$ cat src/rtl/riscv_pkg.sv
// Shared RISC-V constants and types used by the instruction prefetch path.
package riscv_pkg;

    localparam int XLEN = 32;
    localparam int ILEN = 32;
    localparam logic [ILEN-1:0] NOP = 32'h0000_0013;
    localparam logic [XLEN-1:0] RESET_PC_DEFAULT = 32'h0000_0000;

    // FETCH_PEND: request on the bus, data will be queued.
    // FETCH_DISCARD: request on the bus, data will be dropped (redirected).
    typedef enum logic [1:0] {
        FETCH_IDLE    = 2'd0,
        FETCH_PEND    = 2'd1,
        FETCH_DISCARD = 2'd2
    } fetch_state_e;

    function automatic logic [XLEN-1:0] word_align(input logic [XLEN-1:0] addr);
        return addr & ~(XLEN'(3));
    endfunction

endpackage

$ cat src/rtl/riscv_sync_fifo.sv
// Synchronous FIFO with flush; read data is zero while empty.
module riscv_sync_fifo #(
    parameter int WIDTH = 64,
    parameter int DEPTH = 4
) (
    input  logic                       clk,
    input  logic                       resetn,
    input  logic                       flush,
    input  logic                       push,
    input  logic [WIDTH-1:0]           wr_data,
    input  logic                       pop,
    output logic [WIDTH-1:0]           rd_data,
    output logic [$clog2(DEPTH):0]     count
);

    localparam int PTR_W = $clog2(DEPTH);
    localparam int CNT_W = PTR_W + 1;

    logic [WIDTH-1:0] mem [DEPTH];
    logic [PTR_W-1:0] wr_ptr;
    logic [PTR_W-1:0] rd_ptr;
    logic             empty;
    logic             full;
    logic             push_ok;
    logic             pop_ok;

    assign empty   = (count == '0);
    assign full    = (count == CNT_W'(DEPTH));
    assign push_ok = push && !full && !flush;
    assign pop_ok  = pop && !empty && !flush;
    assign rd_data = empty ? '0 : mem[rd_ptr];

    always_ff @(posedge clk) begin
        if (push_ok) begin
            mem[wr_ptr] <= wr_data;
        end
    end

    // Pointers wrap naturally because DEPTH is a power of two.
    always_ff @(posedge clk or negedge resetn) begin
        if (!resetn) begin
            wr_ptr <= '0;
            rd_ptr <= '0;
            count  <= '0;
        end else if (flush) begin
            wr_ptr <= '0;
            rd_ptr <= '0;
            count  <= '0;
        end else begin
            if (push_ok) begin
                wr_ptr <= wr_ptr + PTR_W'(1);
            end
            if (pop_ok) begin
                rd_ptr <= rd_ptr + PTR_W'(1);
            end
            case ({push_ok, pop_ok})
                2'b10:   count <= count + CNT_W'(1);
                2'b01:   count <= count - CNT_W'(1);
                default: count <= count;
            endcase
        end
    end

endmodule

$ cat src/rtl/riscv_prefetch.sv
// Instruction prefetcher: one outstanding bus request feeding a small queue,
// with branch redirect and discard of in-flight data.
module riscv_prefetch
    import riscv_pkg::*;
#(
    parameter int              FETCH_DEPTH = 4,
    parameter logic [XLEN-1:0] RESET_PC    = RESET_PC_DEFAULT
) (
    input  logic                         clk,
    input  logic                         resetn,
    output logic [XLEN-1:0]              instr_bif_addr,
    output logic                         instr_bif_req,
    input  logic                         instr_bif_ack,
    input  logic [ILEN-1:0]              instr_bif_rdata,
    input  logic                         fetch_halt,
    input  logic                         redirect_valid,
    input  logic [XLEN-1:0]              redirect_target,
    output logic                         out_valid,
    input  logic                         out_ready,
    output logic [ILEN-1:0]              out_instr,
    output logic [XLEN-1:0]              out_pc,
    output logic [$clog2(FETCH_DEPTH):0] fetch_count,
    output fetch_state_e                 fetch_state
);

    localparam int CNT_W = $clog2(FETCH_DEPTH) + 1;

    fetch_state_e    state, state_next;
    logic [XLEN-1:0] pc, pc_next;
    logic [XLEN-1:0] req_addr, req_addr_next;
    logic            can_issue;
    logic            push;
    logic            pop;
    logic            flush;
    logic [XLEN+ILEN-1:0] head;

    always_ff @(posedge clk or negedge resetn) begin
        if (!resetn) begin
            state    <= FETCH_IDLE;
            pc       <= RESET_PC;
            req_addr <= RESET_PC;
        end else begin
            state    <= state_next;
            pc       <= pc_next;
            req_addr <= req_addr_next;
        end
    end

    // Bus handshake: req rises with a stable addr and both stay put until the
    // ack cycle; ack may arrive in the very cycle req first rises.
    always_comb begin
        state_next    = state;
        pc_next       = pc;
        req_addr_next = req_addr;
        push          = 1'b0;
        flush         = 1'b0;
        can_issue     = resetn && (state == FETCH_IDLE) && !fetch_halt && !redirect_valid
                        && (fetch_count < CNT_W'(FETCH_DEPTH));
        instr_bif_req  = (state != FETCH_IDLE) || can_issue;
        instr_bif_addr = (state == FETCH_IDLE) ? pc : req_addr;

        if (redirect_valid) begin
            flush   = 1'b1;
            pc_next = word_align(redirect_target);
            if (state != FETCH_IDLE && !instr_bif_ack) begin
                state_next = FETCH_DISCARD;
            end else begin
                state_next = FETCH_IDLE;
            end
        end else begin
            case (state)
                FETCH_IDLE: begin
                    if (can_issue) begin
                        if (instr_bif_ack) begin
                            push    = 1'b1;
                            pc_next = pc + XLEN'(4);
                        end else begin
                            state_next    = FETCH_PEND;
                            req_addr_next = pc;
                        end
                    end
                end
                FETCH_PEND: begin
                    if (instr_bif_ack) begin
                        push       = 1'b1;
                        pc_next    = req_addr + XLEN'(4);
                        state_next = FETCH_IDLE;
                    end
                end
                FETCH_DISCARD: begin
                    if (instr_bif_ack) begin
                        state_next = FETCH_IDLE;
                    end
                end
                default: state_next = FETCH_IDLE;
            endcase
        end
    end

    assign out_valid   = (fetch_count != '0);
    assign pop         = out_valid && out_ready && !redirect_valid;
    assign out_pc      = head[XLEN+ILEN-1:ILEN];
    assign out_instr   = head[ILEN-1:0];
    assign fetch_state = state;

    riscv_sync_fifo #(
        .WIDTH(XLEN + ILEN),
        .DEPTH(FETCH_DEPTH)
    ) u_queue (
        .clk    (clk),
        .resetn (resetn),
        .flush  (flush),
        .push   (push),
        .wr_data({instr_bif_addr, instr_bif_rdata}),
        .pop    (pop),
        .rd_data(head),
        .count  (fetch_count)
    );

endmodule

$ cat config.mk
export PLATFORM = sky130hd
export DESIGN_NAME = riscv_prefetch
export DESIGN_NICKNAME = d
export VERILOG_FILES = /design/src/rtl/riscv_pkg.sv /design/src/rtl/riscv_sync_fifo.sv /design/src/rtl/riscv_prefetch.sv
export SDC_FILE = /design/constraint.sdc
export NUM_CORES = 1
export LEC_CHECK = 0
export CORE_MARGIN = 1.5
export CORE_UTILIZATION = 50
export CTS_CLUSTER_SIZE = 12
export DETAILED_ROUTE_END_ITERATION = 16
export GPL_TIMING_DRIVEN = 1
export PLACE_DENSITY_LB_ADDON = 0.05
export RECOVER_POWER = 50
export SYNTH_ARGS = -nofsm -noshare
export SYNTH_HDL_FRONTEND = slang
export SYNTH_SLANG_ARGS = --single-unit
$ cat constraint.sdc
create_clock -name clk -period 7.84 [get_ports clk]
set_input_delay 1.96 -clock clk [delete_from_list [all_inputs] [get_ports clk]]
set_output_delay 1.96 -clock clk [all_outputs]
set_load 0.05 [all_outputs]
Word level (Yosys, flattened, before mapping)
Memory sizes are Yosys's and may differ from the RTL's.
Index checks and enable logic that the tools add are counted.
{ "word_totals": {"elab_cells": 82, "output_inout_bits": 103, "register_bits": 73, "mem_bits_rw": 256, "in_bits": 70, "mem_count": 1} }
{ "op_classes": {"bitwise": 2, "n_mux": 26, "reduce_logical": 30, "eq_ne": 10, "order_cmp": 1, "addsub": 6} }
{ "memory_table": {"columns": ["name", "depth", "width", "read_ports", "rd_ports_with_merged_regs", "wr", "line", "rtl"], "rows": [
  ["u_queue.mem", 4, 64, 1, 0, 1, "riscv_sync_fifo.sv:19", "logic [WIDTH-1:0] mem [DEPTH];"]
]} }
{ "ops": {"columns": ["op", "count"], "rows": [
  ["two-way mux 32 bit", 5],
  ["adder 32 x 3 -> 32 bit (second input constant)", 2],
  ["two-way mux 64 bit", 1],
  ["case mux 32 bit (2 select lines)", 1],
  ["two-way mux 2 bit", 9],
  ["inequality test 3 bit (second input constant)", 4],
  ["logical AND 1 bit", 11],
  ["nonzero test 3 bit", 3],
  ["AND reduction 4 bit", 2],
  ["logical NOT 1 bit", 6],
  ["two-way mux 1 bit", 6],
  ["case mux 3 bit (2 select lines)", 1],
  ["nonzero test 2 bit", 3],
  ["adder 2 x 1 -> 2 bit (second input constant)", 2],
  ["== test 2 x 1 -> 1 bit (second input constant)", 2],
  ["== test 2 bit (second input constant)", 2],
  ["case mux 2 bit (2 select lines)", 1],
  ["adder 3 x 1 -> 3 bit (second input constant)", 1],
  ["== test 3 bit (second input constant)", 1],
  ["logical NOT 3 bit", 1],
  ["less-than comparator 3 bit (second input constant)", 1],
  ["two-way mux 3 bit", 1],
  ["inequality test 3 x 1 -> 1 bit (second input constant)", 1],
  ["AND reduction 3 bit", 1],
  ["other kinds (6)", 7]
]} }

Longest topological paths before layout
Gate-level depths: netlist (run 1).
{ "logic_depth": {"word_depth": 13, "depth_mapped": 16, "mapped_depth_nobuf": 10} }

Cells and area by module
Synthesis (run 1) repeated with hierarchy kept, for this count alone.
{ "unflattened": {"hier_cells": 909, "area_unflattened_um2": 14684.1} }
{ "modules_own_cells": {"columns": ["module", "seq_area_each_um2", "instances", "cells_each", "area_each_um2"], "rows": [
  ["riscv_sync_fifo", 7862.5, 1, 466, 10214.8],
  ["riscv_prefetch", 1651.6, 1, 443, 4469.3]
]} }

Worst setup path before layout (run 1)
No wires, ideal clock.
{ "synth_timing": {"kind": "in2reg", "startpoint": "input port redirect_valid", "endpoint": "memory u_queue.mem[0][0] (enable)", "path_stages": 5, "t_arrival_ns": 4.708, "setup_ns": 0.429, "path_slack_ns": 2.704, "n_path_buf": 1, "required_ns": 7.411, "path_cell_list": "buf_4 > nor4b_4 > a21oi_1 > a2111oi_4 > and2_1"} }
{ "synth_via": {"elab_chain_len": 10, "word_cells_on_any_way": 12, "classes_between": "mux (6); reduce/logical (6)"} }
{ "synth_rtl": {"columns": ["element", "line", "rtl"], "rows": [
  ["start: declaration", "riscv_prefetch.sv:16", "input logic redirect_valid,"],
  ["logical NOT 1 bit", "riscv_prefetch.sv:57", "can_issue = resetn && (state == FETCH_IDLE) && !fetch_halt && !redirect_valid"],
  ["logical AND 1 bit", "riscv_prefetch.sv:57", null],
  ["logical AND 1 bit", "riscv_prefetch.sv:58", "&& (fetch_count < CNT_W'(FETCH_DEPTH));"],
  ["two-way mux 1 bit", "riscv_prefetch.sv:73", "if (can_issue) begin"],
  ["case mux 1 bit (2 select lines)", "riscv_prefetch.sv:71", "case (state)"],
  ["two-way mux 1 bit", "riscv_prefetch.sv:62", "if (redirect_valid) begin"],
  ["logical AND 1 bit", "riscv_sync_fifo.sv:29", "assign push_ok = push && !full && !flush;"],
  ["logical AND 1 bit *", "riscv_sync_fifo.sv:29", null],
  ["two-way mux 1 bit *", "riscv_sync_fifo.sv:34", "if (push_ok) begin"],
  ["two-way mux 1 bit (implied by the code) *", "riscv_sync_fifo.sv:35", "mem[wr_ptr] <= wr_data;"],
  ["end: declaration", "riscv_sync_fifo.sv:19", null]
]} }
Mark *: on every way between the ends. The rest lies on a longest branch, timed or not.

Final worst setup path (run 1)
{ "layout_timing": {"startpoint": "input port resetn", "endpoint": "output port instr_bif_req"} }
{ "layout_via": {"elab_chain_len": 5} }
{ "layout_rtl": {"columns": ["element", "line", "rtl"], "rows": [
  ["start: declaration", "riscv_prefetch.sv:10", "input logic resetn,"],
  ["logical AND 1 bit (3 in a row)", "riscv_prefetch.sv:57", null],
  ["logical AND 1 bit", "riscv_prefetch.sv:58", null],
  ["logical OR 1 bit", "riscv_prefetch.sv:59", "instr_bif_req = (state != FETCH_IDLE) || can_issue;"],
  ["end: declaration", "riscv_prefetch.sv:12", "output logic instr_bif_req,"]
]} }
No other way between the ends.

==> results.yml, run 1 <==
setup_path:
  timing.critical_path.slowest_cell_delay_ns: 1.12
  critPathCaptureType: "primary output"
  critical_path.n_buffers_inverters: 2
  reg2reg_to: "pc[26]$_DFFE_PN0P_"
  critical_path_cell_list: "clkbuf_1, nor4b_4, nand2b_1, clkdlybuf4s50_1"
  required_time_of_the_worst_setup_path_ns: 5.88
  critical-path-slowest-cell: "sky130_fd_sc_hd__clkbuf_1"
  ff2ff_path_depth: 9
  cp_top_family: "buffers and inverters"
  arrival_ns: 4.49
  worst-setup-path-type: "input port to primary output"
  cp-start-kind: "input port"
  setup.reg_to_reg.worst_slack_ns: 3.76
  critical_path_peak_fanout: 29
  cp.depth: 4
  critical_path.endpoint: "instr_bif_req"
  critical_path.reg2reg.startpoint: "fetch_state[0]$_DFFE_PN0P_"
  setup.worst_path.start: "resetn"
yosys:
  number_of_flops_mapped_to_enable_cells_by_yosys: 256
  yosys_most_used_dff: "sky130_fd_sc_hd__edfxtp_1"
  post-synth-top-area-fraction_pct: 53.8
  synthesis.instances: 868
  synthesis_stage_register_bit_count: 329
  ys_warn_count: 0
  postSynth.asyncResetShare_pct: 22.2
  mappedNetlistNets: 946
  synth-seq-area-share_pct: 66.6
  yosysTopAreaCell: "sky130_fd_sc_hd__edfxtp_1"
  netlist-cell-type-count: 49
  synth_area_leaders: "sky130_fd_sc_hd__edfxtp_1, sky130_fd_sc_hd__dfrtp_1, sky130_fd_sc_hd__mux4_2, sky130_fd_sc_hd__mux2_2, sky130_fd_sc_hd__and2_1"
  synthesis.area_um2: 14300
  avgSynthCellArea_um2: 16.5
timing:
  final_max_slew_viol_count: 149
  tightest_slew_ns: 2.65
  slew_headroom_pct: -76.7
  final.setup.worst_slack_ns: 1.39
  setup_repair_after_global_routing_missed_its_margin: "false"
  fmax_ghz: 0.155
  finClkSkew_ns: 0.0112
  worst_hold_slack_ns: 0.528
  min_period_ns: 6.45
  hold_violation_count_in_the_final_report: 0
  setup-violations-final: 0
  layout_worst_path_cycle_share_pct: 82.3
  setup_total_negative_slack_ns: 0
global_route:
  via_count_of_the_first_global_routing_pass: 8136
  global_route_wire_length_before_repair_mm: 45.9
  maximum_number_of_pins_on_one_net_before_global_route_repair: 66
  number_of_antenna_violations_at_the_first_check_in_global_routing: 1
  globalRouteOverflowTotal: 0
  track_usage_pct: 20.5
clocking:
  cts.repair.resized: 0
  cts_post_setup_buffers_inserted: 0
  numCtsBuffers: 36
  cts_num_sinks: 329
  ctsRootBufferMaster: "sky130_fd_sc_hd__clkbuf_16"
  cts_htree_levels: 2
  ctsLongestPathBuffers: 3
  clkSlewWorstSetupHoldPaths_ns: 0.06
  hold_buffers: 0
  tritoncts: "yes"
  insertion_delay_ns: 0.51
power_and_ir_drop:
  clock_power_share_pct: 22.1
  p_seq_share_pct: 34.5
  power.static_leakage_nw: 5.93
  vdd.ir_drop.worst_v: 0.000285
  power_per_cell_area_nw_per_um2: 422
  internal_power_mw: 4.43
  total_switching_power_mw: 2.95
  sw_frac_of_total_pct: 40.0
  power_frac_comb_pct: 43.4
  total_power_mw: 7.38
floorplan:
  die_h_um: 172
  initial_utilization_pct: 51.1
  dieWidth_um: 172
  floorplan.core_area_um2: 27900
  die_area_um2: 29600
  placementRows: 61
  pin_count: 173
detailed_routing:
  drt_drc_violations_left: 0
  post_drt_wl_per_cell_um: 20.5
  first_iter_violations: 549
  drt-vias-per-instance: 5.57
  routed_wl_mm: 29.6
  postRouteAntennaNets: 0
  drt-pass1-iter-count: 6
  via_count: 8053
status:
  failed_checks: "capacitance limit, slew limit"
  outcome: "complete, but fails checks"
placement:
  detailed_place.area_um2: 16300
  dp_slack_ns: 2.00
  count_of_input_and_output_buffers: 170
  dp_hpwl_mm: 17.3
  gpl.final_weighted_congestion: 0.784
finish:
  synthesis_to_finish_area_growth_pct: 22.3
  fillCellCount: 2134
  fin_area_um2: 17500
  finish.net_count: 1116
  fraction_of_layout_cells_with_a_size_suffix_above_1_pct: 16.2
hold_path:
  path_class_of_the_lowest_slack_min_delay_path: "register to register"
job:
  timing.max_cap.violations: 4
synthesized netlist by cell type, types with 11 or more instances:
master	number
sky130_fd_sc_hd__mux2i_1	23
sky130_fd_sc_hd__xnor2_1	11
sky130_fd_sc_hd__a21oi_1	21
sky130_fd_sc_hd__a22oi_1	19
sky130_fd_sc_hd__dfrtp_1	73
sky130_fd_sc_hd__clkbuf_1	27
sky130_fd_sc_hd__o21ai_0	32
sky130_fd_sc_hd__mux4_2	64
sky130_fd_sc_hd__nand4_1	11
sky130_fd_sc_hd__nand2_1	31
sky130_fd_sc_hd__xor2_1	19
sky130_fd_sc_hd__edfxtp_1	256
sky130_fd_sc_hd__nor2_1	24
sky130_fd_sc_hd__nand3_1	12
sky130_fd_sc_hd__mux2_2	69
sky130_fd_sc_hd__and2_1	69
power groups by stage:
| stage | Sequential (mW) | Combinational [mW] | Clock, mW |
|---|---|---|---|
| after floorplan | 2.47 | 2.35 | 0 |
| after global placement | 2.58 | 3.24 | 0 |
| after detailed placement | 2.58 | 3.26 | 0 |
| after CTS | 2.55 | 3.28 | 1.67 |
| after global routing | 2.60 | 3.40 | 1.73 |
| final | 2.55 | 3.20 | 1.63 |
worst min-delay path by stage:
stage	from	slack (ns)	to	cells after the start
4_1_cts	pc[1]$_DFFE_PN0P_	0.53	pc[1]$_DFFE_PN0P_	2
2_1_floorplan	pc[0]$_DFFE_PN0P_	0.48	pc[0]$_DFFE_PN0P_	2
3_3_place_gp	pc[0]$_DFFE_PN0P_	0.50	pc[0]$_DFFE_PN0P_	2
6_report	pc[1]$_DFFE_PN0P_	0.53	pc[1]$_DFFE_PN0P_	2
5_1_grt	req_addr[30]$_DFFE_PN0P_	0.56	req_addr[30]$_DFFE_PN0P_	1
3_5_place_dp	pc[1]$_DFFE_PN0P_	0.52	pc[1]$_DFFE_PN0P_	2
cells in the final DEF (no fill, tap or decap), types with 4 or more instances in the layout:
cell / instances
sky130_fd_sc_hd__edfxtp_1: 256
sky130_fd_sc_hd__clkdlybuf4s50_1: 134
sky130_fd_sc_hd__dfrtp_1: 71
sky130_fd_sc_hd__and2_1: 65
sky130_fd_sc_hd__mux4_2: 64
sky130_fd_sc_hd__mux2_2: 38
sky130_fd_sc_hd__clkbuf_16: 37
sky130_fd_sc_hd__dlygate4sd3_1: 34
sky130_fd_sc_hd__o21ai_0: 32
sky130_fd_sc_hd__nand2_1: 31
sky130_fd_sc_hd__mux2_1: 31
sky130_fd_sc_hd__nor2_1: 24
sky130_fd_sc_hd__mux2i_1: 23
sky130_fd_sc_hd__a21oi_1: 21
sky130_fd_sc_hd__a22oi_1: 19
sky130_fd_sc_hd__xor2_1: 19
sky130_fd_sc_hd__clkbuf_1: 19
sky130_fd_sc_hd__nand3_1: 12
sky130_fd_sc_hd__xnor2_1: 11
sky130_fd_sc_hd__nand4_1: 11
sky130_fd_sc_hd__inv_1: 9
sky130_fd_sc_hd__nor3_1: 9
sky130_fd_sc_hd__o21a_1: 6
sky130_fd_sc_hd__ha_1: 6
sky130_fd_sc_hd__nor2b_1: 5
sky130_fd_sc_hd__nand3b_1: 5
sky130_fd_sc_hd__clkinv_2: 5
sky130_fd_sc_hd__buf_4: 5
sky130_fd_sc_hd__and2_4: 4
sky130_fd_sc_hd__nand2b_1: 4
sky130_fd_sc_hd__nor3b_1: 4
sky130_fd_sc_hd__nand4b_1: 4
sky130_fd_sc_hd__nor4_1: 4
sky130_fd_sc_hd__a31oi_1: 4
registers in the layout, summed over array words and instances (netlist names):
name,flops
pc,32
u_queue.rd_ptr,2
fetch_state,2
u_queue.mem,256
u_queue.count,3
u_queue.wr_ptr,2
req_addr,32
kinds of logic (layout without fill, tap and decap cells):
group | after synthesis | in the layout | synth area share, %
xor+xnor | 31 | 31 | 1.95
other cells | 0 | 1 | 0
buf+inv | 55 | 253 | 1.58
compound gates | 98 | 98 | 4.44
simple gates | 191 | 191 | 7.52
mux | 156 | 156 | 17.1
fa+ha+maj | 8 | 8 | 0.753
flops | 329 | 329 | 66.6
worst register-to-register path, delay by kind of cell (launching register included):
| kind | cells | cell delay, ns |
|---|---|---|
| buf+inv | 2 | 1.65 |
| simple gates | 3 | 0.99 |
| flops | 1 | 0.40 |
| compound gates | 3 | 0.62 |
| fa+ha+maj | 1 | 0.27 |
final cells by class:
cell class                      count  area (um2)  area share, %
Multi-Input combinational cell    484        4560           26.1
Clock buffer                       53         996           5.70
Antenna cell                        1        2.50         0.0143
Inverter                            9        33.8          0.193
Timing Repair Buffer              178        1740           9.95
Clock inverter                     13         144          0.823
Sequential cell                   329        9520           54.5
Tap cell                          378         473           2.71
routing by layer:
| metal | track usage, % | wire length [um] | share of wire, % | vias up |
|---|---|---|---|---|
| li1 | - | - | - | 3727 |
| met1 | 29.8 | 13700 | 46 | 4072 |
| met2 | 32.9 | 14000 | 47 | 215 |
| met3 | 3.02 | 1440 | 4.9 | 39 |
| met4 | 4.54 | 441 | 1.5 | 0 |
| met5 | 0 | 0 | 0 | - |
per-stage QoR:
stage | instances | utilization [%]
4_1_cts | 1444 | 62.6
3_5_place_dp | 1378 | 58.5
6_report | 1445 | 62.6
3_3_place_gp | 1378 | 58.5
2_1_floorplan | 868 | -
5_1_grt | 1445 | 62.6
(Power assumes the default switching activity.)
==> run 2: changes to the inputs <==
==> constraint.sdc (replaced) <==
create_clock -name clk -period 5.3 [get_ports clk]
set_input_delay 1.325 -clock clk [delete_from_list [all_inputs] [get_ports clk]]
set_output_delay 1.325 -clock clk [all_outputs]
set_load 0.05 [all_outputs]
==> run 2 against run 1 <==
  * The flow still finishes with violations (capacitance limit, slew limit)
  * Non-clock buffer count grew 11
  * Die area is the same
  * Combinational power grew 51%
  * Final cell count grew 0.55%
  * Largest power group unchanged
  * Highest routed layer unchanged
==> results.yml, run 2 (synthesis results as in run 1) <==
timing:
  fmax_ghz: 0.208
  tightest_slew_ns: 2.21
  worst_hold_slack_ns: 0.526
  slew_headroom_pct: -47.6
  setup_repair_after_global_routing_missed_its_margin: "false"
  setup_total_negative_slack_ns: 0
  final_max_slew_viol_count: 110
  setup-violations-final: 0
  finClkSkew_ns: 0.0114
  hold_violation_count_in_the_final_report: 0
  min_period_ns: 4.80
  final.setup.worst_slack_ns: 0.500
  layout_worst_path_cycle_share_pct: 90.6
global_route:
  globalRouteOverflowTotal: 0
  via_count_of_the_first_global_routing_pass: 8024
  track_usage_pct: 20.6
  global_route_wire_length_before_repair_mm: 46.3
  maximum_number_of_pins_on_one_net_before_global_route_repair: 65
  number_of_antenna_violations_at_the_first_check_in_global_routing: 0
setup_path:
  critical-path-slowest-cell: "sky130_fd_sc_hd__a2111oi_1"
  cp-start-kind: "input port"
  critical_path.reg2reg.startpoint: "fetch_state[1]$_DFFE_PN0P_"
  arrival_ns: 4.98
  critPathCaptureType: "register"
  cp_top_family: "compound AO/OA/AOI/OAI gates"
  critical_path.n_buffers_inverters: 2
  required_time_of_the_worst_setup_path_ns: 5.48
  worst-setup-path-type: "input port to register"
  critical_path_cell_list: "clkdlybuf4s50_1, nor4b_4, a21oi_1, a2111oi_1, and2_4, buf_12"
  critical_path_peak_fanout: 40
  timing.critical_path.slowest_cell_delay_ns: 1.79
  setup.worst_path.start: "fetch_halt"
clocking:
  tritoncts: "yes"
  numCtsBuffers: 36
  insertion_delay_ns: 0.51
  hold_buffers: 0
  ctsRootBufferMaster: "sky130_fd_sc_hd__clkbuf_16"
  cts_post_setup_buffers_inserted: 0
  ctsLongestPathBuffers: 3
  cts.repair.resized: 0
  cts_num_sinks: 329
  clkSlewWorstSetupHoldPaths_ns: 0.05
  cts_htree_levels: 2
power_and_ir_drop:
  total_power_mw: 10.8
  power_per_cell_area_nw_per_um2: 616
  power.static_leakage_nw: 5.96
  vdd.ir_drop.worst_v: 0.000564
detailed_routing:
  postRouteAntennaNets: 0
  post_drt_wl_per_cell_um: 20.7
  drt-pass1-iter-count: 5
  routed_wl_mm: 30.1
  drt_drc_violations_left: 0
  first_iter_violations: 578
  drt-vias-per-instance: 5.59
  via_count: 8117
floorplan:
  die_h_um: 172
  dieWidth_um: 172
  pin_count: 173
  placementRows: 61
  initial_utilization_pct: 51.1
  floorplan.core_area_um2: 27900
  die_area_um2: 29600
placement:
  detailed_place.area_um2: 16500
  dp_hpwl_mm: 18.5
  count_of_input_and_output_buffers: 170
  gpl.final_weighted_congestion: 0.820
  dp.cells: 1389
  dp_slack_ns: 0.934
finish:
  layout_commonest_cell: "sky130_fd_sc_hd__edfxtp_1"
  top_register: "u_queue.mem"
  synthesis_to_finish_area_growth_pct: 22.7
  fraction_of_layout_cells_with_a_size_suffix_above_1_pct: 16.8
  layout.cells.most_common_list: "sky130_fd_sc_hd__edfxtp_1, sky130_fd_sc_hd__clkdlybuf4s50_1, sky130_fd_sc_hd__dfrtp_1"
  final-instance-count-excl-fill: 1453
  fin_area_um2: 17500
  layout_top_registers: "u_queue.mem x256, pc x32, req_addr x32"
  fillCellCount: 2144
  finish.net_count: 1127
  finalCoreUtilization_pct: 62.7
  num_antenna_cells: 0
  largest_register_ffs: 256
hold_path:
  path_class_of_the_lowest_slack_min_delay_path: "register to register"
  min-delay-start: "req_addr[0]$_DFFE_PN0P_"
status:
  failed_checks: "capacitance limit, slew limit"
  outcome: "complete, but fails checks"
job:
  timing.max_cap.violations: 4
[run 2: layout make-up]
| cell class | count | area [um2] | area share, % |
|---|---|---|---|
| clock inverter | 12 | 62.6 | 0.357 |
| clock buffer | 52 | 992 | 5.66 |
| sequential | 329 | 9520 | 54.3 |
| tap | 378 | 473 | 2.70 |
| timing repair buffer | 189 | 1890 | 10.8 |
| multi-input combinational | 484 | 4550 | 25.9 |
| inverter | 9 | 33.8 | 0.193 |
[run 2: worst paths after layout]
path / to / slack [ns] / cells after the start
hold reg to reg: req_addr[0]$_DFFE_PN0P_ / 0.53 / 1
setup reg to reg: u_queue.mem[1][41]$_DFFE_PP_ / 0.67 / 6
max in group asynchronous: u_queue.rd_ptr[0]$_DFFE_PN0P_ / 1.59 / 3
hold / removal: req_addr[0]$_DFFE_PN0P_ / 0.53 / 1
min in group asynchronous: req_addr[29]$_DFFE_PN0P_ / 1.55 / 2
setup / recovery: u_queue.mem[1][41]$_DFFE_PP_ / 0.50 / 6
[run 2: per-layer routing]
layer  global-route usage [%]  vias up  part of all wire [%]
met5                        0        -                     0
met4                     5.10        0                   1.5
met3                     3.27       39                   4.7
met2                     32.4      203                    47
met1                     30.4     4133                    47
li1                         -     3742                     -
[run 2: power by group]
group / leakage, nW / switching (mW) / internal (mW)
clock network: 0.518 / 0.958 / 1.30
logic: 2.23 / 3.03 / 1.79
registers: 3.21 / 0.379 / 3.34
total: 5.96 / 4.37 / 6.43
